==> src/rtl/dm_pkg.sv <==
// Shared definitions for the data-memory access path: access type codes and arbiter FSM states.
package dm_pkg;

    localparam logic [2:0] DM_WORD  = 3'd0;
    localparam logic [2:0] DM_HALF  = 3'd1;
    localparam logic [2:0] DM_BYTE  = 3'd2;
    localparam logic [2:0] DM_HALFU = 3'd3;
    localparam logic [2:0] DM_BYTEU = 3'd4;

    typedef enum logic [1:0] {
        ST_IDLE  = 2'd0,
        ST_ISSUE = 2'd1,
        ST_DONE  = 2'd2
    } dm_state_t;

endpackage

==> src/rtl/dm_load_extract.sv <==
// Load-data alignment: picks the addressed byte/halfword from a raw memory word and extends it.
module dm_load_extract
    import dm_pkg::*;
(
    input  logic [1:0]  addr_lo,
    input  logic [2:0]  dtype,
    input  logic [31:0] raw,
    output logic [31:0] data
);

    logic [7:0]  byte_sel;
    logic [15:0] half_sel;

    always_comb begin
        byte_sel = raw[7:0];
        case (addr_lo)
            2'd0: byte_sel = raw[7:0];
            2'd1: byte_sel = raw[15:8];
            2'd2: byte_sel = raw[23:16];
            2'd3: byte_sel = raw[31:24];
            default: byte_sel = raw[7:0];
        endcase
        half_sel = addr_lo[1] ? raw[31:16] : raw[15:0];
    end

    always_comb begin
        data = raw;
        case (dtype)
            DM_HALF:  data = {{16{half_sel[15]}}, half_sel};
            DM_HALFU: data = {16'h0000, half_sel};
            DM_BYTE:  data = {{24{byte_sel[7]}}, byte_sel};
            DM_BYTEU: data = {24'h000000, byte_sel};
            default:  data = raw;
        endcase
    end

endmodule

==> src/rtl/dm_access_arbiter.sv <==
// Round-robin two-port arbiter sharing one data-memory bank with a req/ready handshake.
// Optional misalignment trapping is enabled by defining DM_ARB_ALIGN_CHECK_EN.
module dm_access_arbiter
    import dm_pkg::*;
#(
    parameter int ADDR_W = 32
) (
    input  logic              clk,
    input  logic              reset_n,
    input  logic              req0,
    input  logic              we0,
    input  logic [ADDR_W-1:0] addr0,
    input  logic [2:0]        type0,
    input  logic [31:0]       wdata0,
    input  logic              req1,
    input  logic              we1,
    input  logic [ADDR_W-1:0] addr1,
    input  logic [2:0]        type1,
    input  logic [31:0]       wdata1,
    output logic              gnt0,
    output logic              gnt1,
    output logic              done0,
    output logic              done1,
    output logic [31:0]       rdata,
    output logic              err,
    output logic              mem_req,
    output logic              mem_we,
    output logic [ADDR_W-3:0] mem_addr,
    output logic [3:0]        mem_be,
    output logic [31:0]       mem_wdata,
    input  logic              mem_ready,
    input  logic [31:0]       mem_rdata
);

    dm_state_t         state_q, state_d;
    logic              last_grant_q;
    logic              port_q;
    logic              we_q;
    logic [ADDR_W-1:0] addr_q;
    logic [2:0]        type_q;
    logic [31:0]       wdata_q;
    logic [31:0]       rdata_q;
    logic              err_q;

    logic              any_req;
    logic              pick;
    logic              sel_we;
    logic [ADDR_W-1:0] sel_addr;
    logic [2:0]        sel_type;
    logic [31:0]       sel_wdata;
    logic [ADDR_W-1:0] addr_fixed;
    logic              misaligned;
    logic [3:0]        be;
    logic [31:0]       wdata_rep;
    logic [31:0]       ext_data;

    // On a tie the port that did not win last time is chosen.
    always_comb begin
        any_req   = req0 | req1;
        pick      = (req0 && req1) ? ~last_grant_q : req1;
        sel_we    = pick ? we1    : we0;
        sel_addr  = pick ? addr1  : addr0;
        sel_type  = pick ? type1  : type0;
        sel_wdata = pick ? wdata1 : wdata0;
    end

`ifdef DM_ARB_ALIGN_CHECK_EN
    always_comb begin
        addr_fixed = sel_addr;
        case (sel_type)
            DM_HALF, DM_HALFU: misaligned = sel_addr[0];
            DM_BYTE, DM_BYTEU: misaligned = 1'b0;
            default:           misaligned = (sel_addr[1:0] != 2'b00);
        endcase
    end
`else
    // Without trapping, address bits below the access size are simply ignored.
    always_comb begin
        misaligned = 1'b0;
        case (sel_type)
            DM_HALF, DM_HALFU: addr_fixed = {sel_addr[ADDR_W-1:1], 1'b0};
            DM_BYTE, DM_BYTEU: addr_fixed = sel_addr;
            default:           addr_fixed = {sel_addr[ADDR_W-1:2], 2'b00};
        endcase
    end
`endif

    always_ff @(posedge clk or negedge reset_n) begin
        if (!reset_n) begin
            state_q <= ST_IDLE;
        end else begin
            state_q <= state_d;
        end
    end

    always_comb begin
        state_d = state_q;
        case (state_q)
            ST_IDLE:  if (any_req) state_d = misaligned ? ST_DONE : ST_ISSUE;
            ST_ISSUE: if (mem_ready) state_d = ST_DONE;
            ST_DONE:  state_d = ST_IDLE;
            default:  state_d = ST_IDLE;
        endcase
    end

    always_ff @(posedge clk or negedge reset_n) begin
        if (!reset_n) begin
            last_grant_q <= 1'b1;
            port_q       <= 1'b0;
            we_q         <= 1'b0;
            addr_q       <= '0;
            type_q       <= DM_WORD;
            wdata_q      <= '0;
            rdata_q      <= '0;
            err_q        <= 1'b0;
        end else begin
            if (state_q == ST_IDLE && any_req) begin
                last_grant_q <= pick;
                port_q       <= pick;
                we_q         <= sel_we;
                addr_q       <= addr_fixed;
                type_q       <= sel_type;
                wdata_q      <= sel_wdata;
                rdata_q      <= '0;
                err_q        <= misaligned;
            end
            if (state_q == ST_ISSUE && mem_ready) begin
                rdata_q <= we_q ? '0 : ext_data;
            end
        end
    end

    dm_load_extract u_extract (
        .addr_lo (addr_q[1:0]),
        .dtype   (type_q),
        .raw     (mem_rdata),
        .data    (ext_data)
    );

    always_comb begin
        case (type_q)
            DM_HALF, DM_HALFU: begin
                be        = 4'b0011 << addr_q[1:0];
                wdata_rep = {2{wdata_q[15:0]}};
            end
            DM_BYTE, DM_BYTEU: begin
                be        = 4'b0001 << addr_q[1:0];
                wdata_rep = {4{wdata_q[7:0]}};
            end
            default: begin
                be        = 4'b1111;
                wdata_rep = wdata_q;
            end
        endcase
    end

    always_comb begin
        gnt0      = (state_q == ST_IDLE) && any_req && !pick;
        gnt1      = (state_q == ST_IDLE) && any_req && pick;
        mem_req   = (state_q == ST_ISSUE);
        mem_we    = mem_req && we_q;
        mem_addr  = mem_req ? addr_q[ADDR_W-1:2] : '0;
        mem_be    = mem_req ? be : '0;
        mem_wdata = mem_req ? wdata_rep : '0;
        done0     = (state_q == ST_DONE) && !port_q;
        done1     = (state_q == ST_DONE) && port_q;
        rdata     = (state_q == ST_DONE) ? rdata_q : '0;
`ifdef DM_ARB_ALIGN_CHECK_EN
        err       = (state_q == ST_DONE) && err_q;
`else
        err       = 1'b0;
`endif
    end

endmodule

==> config.mk <==
export PLATFORM = sky130hd
export DESIGN_NAME = dm_access_arbiter
export DESIGN_NICKNAME = d
export VERILOG_FILES = /design/src/rtl/dm_pkg.sv /design/src/rtl/dm_load_extract.sv /design/src/rtl/dm_access_arbiter.sv
export SDC_FILE = /design/constraint.sdc
export NUM_CORES = 1
export LEC_CHECK = 0
export CORE_ASPECT_RATIO = 0.75
export CORE_MARGIN = 3
export CORE_UTILIZATION = 37
export CTS_CLUSTER_SIZE = 40
export DETAILED_ROUTE_END_ITERATION = 6
export GPL_ROUTABILITY_DRIVEN = 0
export PLACE_DENSITY = 0.77
export SETUP_SLACK_MARGIN = 0.1
export SYNTH_ARGS = -nofsm -noshare
export SYNTH_HDL_FRONTEND = slang
export SYNTH_SLANG_ARGS = --single-unit
==> constraint.sdc <==
create_clock -name clk -period 1.6 [get_ports clk]
set_clock_uncertainty 0.05 [all_clocks]
set_input_delay 0.16 -clock clk [delete_from_list [all_inputs] [get_ports clk]]
set_output_delay 0.16 -clock clk [all_outputs]
set_load 0.01 [all_outputs]
==> impl_results.md, run 1 <==
* Clock Latency Late Sink at between 0.3 and 0.4 ns
* Outcome: finished with violations
* PD cells at 2100 nW/µm²
* Crit path max-delay family: simple AND/OR/NAND/NOR gates
* Ports at 278
* Max H-tree Level at 3
* Setup-failing EPs final at just over 200
* Min-Delay Path Class: in -> async
* Global-route wire length before repair at roughly 38 mm
* Placed inst area at 9310 µm²
* WS Path Type: reg -> out
* Vias in the first global route at 6784
* CP arrival at 1.97 ns
* Via count at 7816
* Core area at 14800 µm²
* Post-synthesis compound-gate area fraction at 0.230
* Global Route Usage Sum at 0.293
* Worst EP required at 1.39 ns
* Crit path capture type: primary output
* Final Cell Area at 11900 µm²
* NetSw at 10.9 mW
* CP bufs+invs at 3
* Layout Nets at 1213
* Adder-cell area share of the yosys netlist at 0
* Post-Synth XOR/XNOR Area at 0.00613
* Critical path's most frequent cell: buf_12
* CTS tree: yes
* Maximum vdd drop at 1.04 mV
* Yosys cell types at 43
* Mapped Area at 5710 µm²
* TritonCTS Buffers at 9
* Layout area overhead at 108%
* CP max-delay cell: or3_4
* Max-cap violations at 0
* First DRT Iteration DRCs at 1503
* Fmax at 460 MHz
* Footprint of the multi-input gates at between 3000 and 4000 µm²
* Largest family of logic cells by synthesized area: compound AO/OA/AOI/OAI gates
* Largest net degree at the start of global routing at 56
* RSZ-0062 raised after global routing: true
* CP Max Fanout at 7
* Drt via density at around 6.3
* Filler cells at 727
* Post-synthesis cell count at 637
* Switching portion of total power at 0.438
* HPWL after DPL at 17.0 mm
* Initial core utilization at 0.386
* Layout cells sized above 1 at 0.482
* Initial antenna violation count at 0
* Clock Sink Count at 104
* Routed WL at approximately 35 mm
* CP cell instances: or3_4, nand2_8, buf_12, buf_12, nand2_4, a21oi_2, buf_2
* Rows at 38
* Total power at ~25 mW
* # DRC at 5
* CP max stage delay at 0.46 ns
* Yosys reg bits at 104
* CP Launch Type: flop
* Combinational Power Share at 0.699
* Endpoints failing hold at 0
* Lkg Pwr at 5.57 nW
* Register area at 2610 µm²
* Period utilization at 1.36
* Final worst slack at -0.576 ns
* IO Port Bufs at approximately 280
* Simple-Gate Fraction of Synth Area at 0.183
* Proportion of synthesized area in mux cells at 0.0344
* Failing checks: DRC, setup timing
* Clock-pin transition on the worst setup and hold timing paths at 0.08 ns
* Routed wire per std cell at 27.7 µm
* Aggregate global routing overflow at 0
* Drt first pass iters at 7
* Die area at 17000 µm²
* Post-DRT Antenna Nets at 0
* Minimum clock period at 2.18 ns
* Die X at between 100 and 150 µm
* Die span in y at between 100 and 150 µm
* Clock Path Buffers at 2
* Syn nets at 810
* Syn_area_per_cell at about 9.0 µm²
* Sequential share of power at 0.211
* Clock share of power at 0.090
* Final Max Tran Viols at 0
* Root buffer cell: clkbuf_16
* Internal power at 14.0 mW
* Sequential area share after synthesis at 0.456
* YS warnings at 0
-- path summary, 6_finish.rpt --
check | from | to | slack (ns) | cells past startpoint
min | reset_n | addr_q[22] | 0.16 | 2
max in group asynchronous | reset_n | wdata_q[12] | 0.70 | 3
max reg2reg | state_q[0] | wdata_q[0] | -0.44 | 9
max | type_q[0] | mem_wdata[16] | -0.58 | 7
min in group clk | wdata1[7] | wdata_q[7] | 0.36 | 3
min reg2reg | rdata_q[18] | rdata_q[18] | 0.43 | 2
-- power by group through the flow --
stage               combinational, mW  clock (mW)  sequential, mW
detailed placement               9.98           0            4.85
floorplan                        5.69           0            4.49
global route                     17.9        2.33            5.32
global placement                 9.82           0            4.86
finish                           17.5        2.24            5.27
CTS                              12.4        2.19            4.92
-- cell usage after synthesis --
cell / n / area (µm²)
dfrtp_1: 103 / 2580
nand2_1: 86 / 323
and2_1: 74 / 463
inv_1: 74 / 278
a222oi_1: 63 / 631
o21ai_0: 33 / 165
nor2_1: 30 / 113
clkbuf_1: 28 / 105
a21oi_1: 24 / 120
buf_2: 20 / 100
a22oi_1: 9 / 67.6
a31oi_1: 9 / 56.3
mux2_2: 9 / 101
nor3_1: 7 / 35.0
o22ai_1: 7 / 43.8
o221ai_1: 6 / 52.6
mux2i_1: 5 / 50.1
nand2b_1: 5 / 31.3
nor2b_1: 5 / 31.3
xnor2_1: 4 / 35.0
a21o_1: 3 / 22.5
o211ai_1: 3 / 22.5
o21ai_1: 3 / 15.0
a22o_1: 2 / 17.5
and3_1: 2 / 12.5
buf_1: 2 / 7.51
buf_4: 2 / 15.0
mux4_2: 2 / 45.0
o21a_1: 2 / 15.0
o31ai_1: 2 / 15.0
a211o_1: 1 / 8.76
a21boi_2: 1 / 11.3
a32oi_1: 1 / 8.76
buf_6: 1 / 11.3
conb_1: 1 / 3.75
dfstp_2: 1 / 26.3
nand4bb_1: 1 / 11.3
nor3_2: 1 / 10.0
o31ai_4: 1 / 21.3
o32a_1: 1 / 10.0
o32ai_1: 1 / 8.76
or2_2: 1 / 6.26
or3_1: 1 / 6.26
-- cell families after synthesis --
kind of cell    after synthesis
compound gates              172
xor+xnor                      4
buf+inv                     127
flops                       104
mux                          16
other cells                   1
simple gates                213
-- flip-flops by register name (all words and copies together), names as in the netlist --
name / count
addr_q: 32
rdata_q: 32
wdata_q: 32
type_q: 3
state_q: 2
last_grant_q: 1
port_q: 1
we_q: 1
-- placed cells by master (no fill, tap or decap), types with 5 or more instances in the layout --
| cell | netlist | layout |
|---|---|---|
| clkdlybuf4s50_1 | 0 | 171 |
| buf_6 | 1 | 131 |
| dfrtp_1 | 103 | 100 |
| and2_4 | 0 | 74 |
| inv_1 | 74 | 73 |
| a222oi_1 | 63 | 63 |
| buf_4 | 2 | 63 |
| nand2_1 | 86 | 43 |
| nand2_2 | 0 | 28 |
| buf_12 | 0 | 27 |
| nor2_1 | 30 | 24 |
| o21ai_1 | 3 | 24 |
| clkbuf_16 | 0 | 23 |
| buf_2 | 20 | 19 |
| a21oi_2 | 0 | 18 |
| nand2_4 | 0 | 14 |
| buf_8 | 0 | 11 |
| a22oi_2 | 0 | 9 |
| mux2_2 | 9 | 9 |
| o221ai_2 | 0 | 6 |
| a31oi_2 | 0 | 5 |
| o21ai_2 | 0 | 5 |
| a21oi_1 | 24 | 5 |
| o22ai_2 | 0 | 5 |
| buf_16 | 0 | 5 |
-- metal layers --
layer | wire (µm) | vias to the layer above | GRT usage
met4 | 2380 | 0 | 0.119
met1 | 11900 | 3721 | 0.390
met3 | 4950 | 233 | 0.0802
met5 | 0 | - | 0
met2 | 15400 | 778 | 0.454
li1 | - | 3084 | -
-- worst reg2reg max path: stages, from the launching register on --
cell	delay (ns)
dfrtp_2	0.45
buf_6	0.14
buf_6	0.11
buf_6	0.12
nor2_4	0.13
buf_6	0.16
o21ai_4	0.15
buf_8	0.20
a222oi_1	0.34
inv_1	0.10
-- final cells by class --
type / instances / area share
Timing Repair Buffer: 442 / 0.417
Sequential cell: 104 / 0.219
Multi-Input combinational cell: 409 / 0.295
Antenna cell: 2 / 0.000421
Tap cell: 200 / 0.0210
Clock buffer: 9 / 0.0189
Clock inverter: 7 / 0.00515
Inverter: 74 / 0.0240
-- metrics by stage --
step | setup slack (ns) | utilization | hold slack, ns | setup TNS, ns | std cells
2_1_floorplan | -0.0974 | - | -0.186 | -2.95 | 637
3_3_place_gp | -0.449 | 0.630 | -0.00140 | -44.27 | 1127
3_5_place_dp | -0.480 | 0.630 | 0.00204 | -46.44 | 1127
4_1_cts | -0.510 | 0.686 | 0.172 | -48.93 | 1188
5_1_grt | -0.592 | 0.805 | 0.186 | -77.92 | 1245
6_report | -0.576 | 0.805 | 0.159 | -69.78 | 1247
-- what timing repair did --
action                                 4_1_cts  5_1_grt
cloned                                      10       25
setup buffers                               34       43
hold buffers                                 1        0
gates resized for setup                    547      277
pin swaps                                   40      132
endpoints found under the hold margin      104        0
setup endpoints to repair                  200      207
Power figures use the tool's default switching activity.
==> run 2: changes to the inputs <==
--- a/config.mk
+++ b/config.mk
@@ -7,11 +7,11 @@
 export LEC_CHECK = 0
 export CORE_ASPECT_RATIO = 0.75
 export CORE_MARGIN = 3
-export CORE_UTILIZATION = 37
+export CORE_UTILIZATION = 44
 export CTS_CLUSTER_SIZE = 40
 export DETAILED_ROUTE_END_ITERATION = 6
 export GPL_ROUTABILITY_DRIVEN = 0
-export PLACE_DENSITY = 0.77
+export PLACE_DENSITY = 0.86
 export SETUP_SLACK_MARGIN = 0.1
 export SYNTH_ARGS = -nofsm -noshare
 export SYNTH_HDL_FRONTEND = slang
==> constraint.sdc (replaced) <==
create_clock -name clk -period 2.6 [get_ports clk]
set_clock_uncertainty 0.05 [all_clocks]
set_input_delay 0.26 -clock clk [delete_from_list [all_inputs] [get_ports clk]]
set_output_delay 0.26 -clock clk [all_outputs]
set_load 0.01 [all_outputs]
==> run 2 against run 1 <==
The flow finishes with violations (DRC). Count of clock-buffer cells in the layout up 3. Critical path depth down 1. Design area down 23%. Global-route usage down 0.84 points. Hold slack better by 0.26 ns. Routed wire length down 37%. Sequential share of layout area up 6.6 points. Flip-flop and latch count unchanged. Via count down 21%. Cell count down 14%. Critical path type unchanged. Critical endpoint is now mem_wdata[31]. Highest routed layer unchanged.
==> impl_results.md, run 2 (synthesized netlist as in run 1, its figures left out) <==
* Clock-pin transition on the worst setup and hold timing paths at 0.07 ns
* First DRT Iteration DRCs at around 930
* Period utilization at 0.937
* Outcome: finished with violations
* Filler cells at 919
* TritonCTS Buffers at 9
* Die X at around 140 µm
* Min-Delay Path Class: reg -> reg
* Via count at 6208
* HPWL after DPL at 15.2 mm
* Slew @ Worst Pin at slightly below 0.7 ns
* Aggregate global routing overflow at 0
* Layout Nets at around 1100
* Vias in the first global route at 6043
* # DRC at 6
* CP Max Fanout at 17
* Routed WL at ~22 mm
* Initial core utilization at 0.458
* Critical path's most frequent cell: nand2_1
* Registers with the most flip-flops: addr_q: 32 flops, rdata_q: 32 flops, wdata_q: 32 flops
* Final Util at 0.733
* Drt first pass iters at 7
* Root buffer cell: clkbuf_16
* RSZ-0062 raised after global routing: false
* CP Launch Type: flop
* CP max stage delay at around 0.46 ns
* Die span in y at 105 µm
* CP cell instances: or3_4, nand2_1, buf_8, nand2_1, a31oi_1, dlygate4sd2_1
* Failing checks: DRC
* Worst EP required at 2.29 ns
* PD cells at 1090 nW/µm²
* Lkg Pwr at roughly 4.3 nW
* CP arrival at 2.13 ns
* Rows at 35
* CTS tree: yes
* Endpoints failing hold at 0
* Layout area overhead at 60.1%
* Layout cells sized above 1 at 0.0822
* Largest net degree at the start of global routing at 68
* Clock Latency Late Sink at 0.34 ns
* CP max-delay cell: dfrtp_2
* Crit path capture type: primary output
* Crit path max-delay family: simple AND/OR/NAND/NOR gates
* Final Max Tran Viols at 0
* Routed wire per std cell at 20.1 µm
* Commonest non-fill, non-tap cell in the layout: clkdlybuf4s50_1
* Diode count at 0
* Ports at around 280
* Worst rel slew slack at 0.548
* Setup-failing EPs final at 0
* TNS Setup at 0 ns
* Clock Path Buffers at 2
* WS Path Type: reg -> out
* Die area at 14400 µm²
* Max H-tree Level at 3
* Global-route wire length before repair at 32.4 mm
* Minimum clock period at 2.44 ns
* Post-DRT Antenna Nets at 0
* Core area at about 12000 µm²
* Clock Sink Count at around 100
* Fmax at 410 MHz
* Commonest non-fill, non-tap cells in the layout: 247 x clkdlybuf4s50_1, 101 x dfrtp_1, 86 x nand2_1
* Drt via density at between 5 and 6
* CP bufs+invs at 2
* Global Route Usage Sum at 0.284
* Maximum vdd drop at 0.696 mV
* Max-cap violations at 0
* IO Port Bufs at 276
* Initial antenna violation count at 0
-- run 2: layout make-up --
type                            instances  area, µm²  area share
Tap cell                              166        208      0.0227
Multi-Input combinational cell        407       2650       0.290
Clock inverter                          4       77.6     0.00848
Clock buffer                           12        246      0.0270
Timing Repair Buffer                  311       3080       0.336
Sequential cell                       104       2610       0.285
Inverter                               74        278      0.0304
-- run 2: path summary, 6_finish.rpt --
check | startpoint | to | slack [ns] | depth (start not counted)
min in group asynchronous | reset_n | addr_q[3] | 0.45 | 2
worst min register to register | rdata_q[21] | rdata_q[21] | 0.42 | 2
worst max-delay path | type_q[1] | mem_wdata[31] | 0.16 | 6
worst max register to register | addr_q[1] | rdata_q[22] | 0.40 | 5
worst min-delay path | rdata_q[21] | rdata_q[21] | 0.42 | 2
max in group asynchronous | reset_n | last_grant_q | 1.32 | 3
-- run 2: routing by layer --
metal	GRT usage	vias to the layer above	share of wire
li1	-	2798	-
met1	0.361	2995	0.39
met2	0.463	352	0.48
met3	0.0813	63	0.10
met4	0.0983	0	0.034
met5	0	-	0
-- run 2: power by group --
group	switching, mW	internal, mW
registers	0.593	2.41
clock network	0.600	0.875
logic	2.91	2.55
total	4.10	5.83
-- run 2: worst min-delay path: stages, from the launching register on --
cell and delay, ns:
dfrtp_1 0.34, nand2_1 0.04, o21ai_0 0.05
-- run 2: timing repair --
action | 4_1_cts | 5_1_grt
hold buffers | 1 | 0
setup buffers | 1 | 7
gates resized for setup | 22 | 21
cloned | 0 | 1
endpoints found under the hold margin | 46 | 0
setup endpoints to repair | 28 | 51
pin swaps | 0 | 2
-- run 2: metrics by stage --
stage / power [mW] / setup slack [ns] / hold WS [ns] / cells / cell area [µm²]
6_report: 9.94 / 0.163 / 0.423 / 1078 / 9140
5_1_grt: 10.5 / 0.100 / 0.460 / 1078 / 9140
4_1_cts: 9.65 / 0.0168 / 0.428 / 1070 / 9010
3_5_place_dp: 8.15 / 0.216 / 0.285 / 1052 / 8670
3_3_place_gp: 8.05 / 0.231 / 0.286 / 1052 / 8670
2_1_floorplan: 5.77 / 0.727 / -0.0856 / 637 / 5710
==> run 3: changes to the inputs <==
--- a/config.mk
+++ b/config.mk
@@ -7,12 +7,13 @@
 export LEC_CHECK = 0
 export CORE_ASPECT_RATIO = 0.75
 export CORE_MARGIN = 3
-export CORE_UTILIZATION = 44
+export CORE_UTILIZATION = 45
 export CTS_CLUSTER_SIZE = 40
 export DETAILED_ROUTE_END_ITERATION = 6
 export GPL_ROUTABILITY_DRIVEN = 0
-export PLACE_DENSITY = 0.86
+export PLACE_DENSITY = 0.87
 export SETUP_SLACK_MARGIN = 0.1
 export SYNTH_ARGS = -nofsm -noshare
 export SYNTH_HDL_FRONTEND = slang
+export SYNTH_HIERARCHICAL = 1
 export SYNTH_SLANG_ARGS = --single-unit
==> run 3 against run 2 <==
The flow still finishes with violations (DRC). Non-clock buffer count fell by 12. Utilization barely moved. Total power rose by 1.9%. Cell count fell by 1.2%. Maximum frequency rose by 0.35%. Setup slack improved by 0.0086 ns. Register-to-register slack improved by 0.08 ns. First-iteration DRC count fell by 11%. Largest power group unchanged.
==> impl_results.md, run 3 <==
* Outcome: finished with violations
* Failing checks: DRC
* IO Port Bufs at 276
* Drt first pass iters at 7
* Layout area overhead at 54.7%
* Dominant cells by area after synthesis: dfrtp_1 43%, a222oi_1 11%, and2_1 7.6%, inv_1 5.3%, nand2_1 4.8%
* Slew @ Worst Pin at 0.816 ns
* Yosys cell types at 45
* Post-DRT Antenna Nets at 0
* Core area at 12600 µm²
* Largest net degree at the start of global routing at 105
* Clock-pin transition on the worst setup and hold timing paths at approximately 0.07 ns
* HPWL after DPL at between 15 and 20 mm
* Critical R2R Capture: rdata_q[7]
* Final Max Tran Viols at 0
* Simple-Gate Fraction of Synth Area at 0.170
* RR Startpoint: type_q[2]
* Syn nets at around 810
* HP Start: addr_q[28]
* TritonCTS Buffers at 9
* Proportion of synthesized area in mux cells at 0.0388
* Post-synth EDFFs at 0
* Clock Latency Late Sink at 0.34 ns
* Die area at 14700 µm²
* Reg2Reg Depth at 5
* Max-cap violations at 0
* Endpoints failing hold at 0
* Global-route wire length before repair at 33.7 mm
* NetSw at approximately 4.2 mW
* Critical path origin: type_q[1]
* Critical Path End: mem_wdata[17]
* Global Route Usage Sum at 0.291
* Post-synthesis compound-gate area fraction at 0.241
* WS Path Type: reg -> out
* Initial core utilization at 0.474
* CTS tree: yes
* Layout cells sized above 1 at 0.0667
* Worst rel slew slack at 0.453
* Sequential area share after synthesis at 0.436
* Final Cell Area at 9240 µm²
* Adder-cell area share of the yosys netlist at 0.00168
* Setup-failing EPs final at 0
* PD cells at 1100 nW/µm²
* Yosys reg bits at 104
* TNS Setup at 0 ns
* Maximum vdd drop at between 0.5 and 0.6 mV
* Worst EP required at 2.29 ns
* Die span in y at 106 µm
* Routed wire per std cell at approximately 21 µm
* Registers with the most flip-flops: addr_q: 32 flops, rdata_q: 32 flops, wdata_q: 32 flops
* Min-Delay Path Class: reg -> reg
* Ports at between 200 and 300
* Top FF cell, synth: dfrtp_1
* Clock Path Buffers at 2
* Async set or reset register ratio after synthesis at 1.00
* Top cell type's share of synthesized area at 0.432
* Post-Synth XOR/XNOR Area at 0.00733
* Synth cell count leaders: 103 x dfrtp_1, 84 x inv_1, 77 x nand2_1
* Commonest non-fill, non-tap cells in the layout: 256 x clkdlybuf4s50_1, 103 x dfrtp_1, 84 x inv_1
* Combinational Power Share at 0.562
* # DRC at 9
* Syn_area_per_cell at 9.33 µm²
* Max H-tree Level at 3
* Largest family of logic cells by synthesized area: compound AO/OA/AOI/OAI gates
* Routed WL at 22.3 mm
* Clock Sink Count at 104
* CP arrival at 2.12 ns
* Layout Nets at 1068
* Die X at 139 µm
* Switching portion of total power at 0.418
* Mapped Area at 5970 µm²
* CP Max Fanout at 10
* First DRT Iteration DRCs at roughly 800
* Crit path capture type: primary output
* Diode count at 0
* Vias in the first global route at 5991
* Rows at 35
* Lkg Pwr at approximately 4.4 nW
* Drt via density at 5.83
* R2r setup slk at 0.48 ns
* CP Launch Type: flop
* Internal power at 5.89 mW
* Commonest non-fill, non-tap cell in the layout: clkdlybuf4s50_1
* Fmax at 412 MHz
* Placed inst area at 8810 µm²
* Root buffer cell: clkbuf_16
* Via count at 6207
* Period utilization at 0.934
* Top-count cell post-synth: dfrtp_1
* RSZ-0062 raised after global routing: true
* Clock share of power at 0.145
* Post-synthesis cell count at 640
* Initial antenna violation count at 1
* Minimum clock period at 2.43 ns
* YS warnings at 6
* Sequential share of power at 0.293
* Aggregate global routing overflow at 0
* Dominant cell type by area after synthesis: dfrtp_1
-- run 3: changes by cell type after synthesis, moves of 9 or more --
| cell | previous run | this run |
|---|---|---|
| a22o_1 | 2 | 32 |
| nand3_1 | 0 | 16 |
| o21ai_0 | 33 | 24 |
| nand2_1 | 86 | 77 |
| nor2_1 | 30 | 11 |
| inv_1 | 74 | 84 |
| buf_6 | 1 | 10 |
-- run 3: what timing repair did --
item / 4_1_cts / 5_1_grt
setup buffers: 0 / 4
endpoints found under the hold margin: 103 / 0
hold buffers: 1 / 0
pin swaps: 0 / 2
setup endpoints to repair: 25 / 24
gates resized for setup: 9 / 17
-- run 3: per-layer routing --
metal | up-vias | part of all wire | GRT usage
met2 | 355 | 0.47 | 0.466
met1 | 2975 | 0.40 | 0.383
met5 | - | 0.00058 | 0
met4 | 2 | 0.034 | 0.0978
li1 | 2815 | - | -
met3 | 60 | 0.098 | 0.0789
-- run 3: how the worst min path moves through the flow --
stage	to	slack, ns	cells after the start
3_5_place_dp	rdata_q[13]	0.32	2
4_1_cts	addr_q[3]	0.43	2
3_3_place_gp	rdata_q[13]	0.32	2
5_1_grt	addr_q[26]	0.45	2
2_1_floorplan	addr_q[0]	-0.09	0
6_report	addr_q[28]	0.43	2
-- run 3: kinds of logic (layout without fill, tap and decap cells) --
group           Yosys count  in the layout
compound gates          179            179
xor+xnor                  5              5
fa+ha+maj                 1              1
buf+inv                 139            398
flops                   104            104
mux                      13             13
other cells               1              1
simple gates            198            198
-- run 3: per-stage QoR --
| stage | util | total power, mW | std cells | setup WS (ns) | hold WS, ns |
|---|---|---|---|---|---|
| 4_1_cts | 0.726 | 9.95 | 1061 | 0.110 | 0.434 |
| 2_1_floorplan | - | 6.04 | 640 | 0.852 | -0.0856 |
| 6_report | 0.732 | 10.1 | 1065 | 0.172 | 0.432 |
| 5_1_grt | 0.732 | 10.8 | 1065 | 0.0602 | 0.453 |
| 3_5_place_dp | 0.699 | 8.44 | 1045 | 0.325 | 0.317 |
| 3_3_place_gp | 0.699 | 8.32 | 1045 | 0.323 | 0.318 |
-- run 3: final cells by class --
| cell class | count | area, µm² |
|---|---|---|
| Clock inverter | 4 | 76.3 |
| Fill cell | 952 | 3380 |
| Multi-Input combinational cell | 397 | 2780 |
| Clock buffer | 11 | 243 |
| Timing Repair Buffer | 299 | 3010 |
| Tap cell | 166 | 208 |
| Inverter | 84 | 315 |
| Sequential cell | 104 | 2600 |
-- run 3: critical path, stage by stage, from the launching register on --
cell and delay, ns:
dfrtp_1 0.41, xor2_2 0.28, a21o_2 0.31, nand2_1 0.09
a21oi_1 0.12, clkdlybuf4s50_1 0.56
-- run 3: power groups by stage --
stage	logic, mW	clock network (mW)	registers [mW]
after floorplan	3.33	0	2.71
after global placement	5.40	0	2.92
after detailed placement	5.49	0	2.95
after CTS	5.52	1.50	2.94
after global routing	6.18	1.56	3.04
final	5.69	1.47	2.97
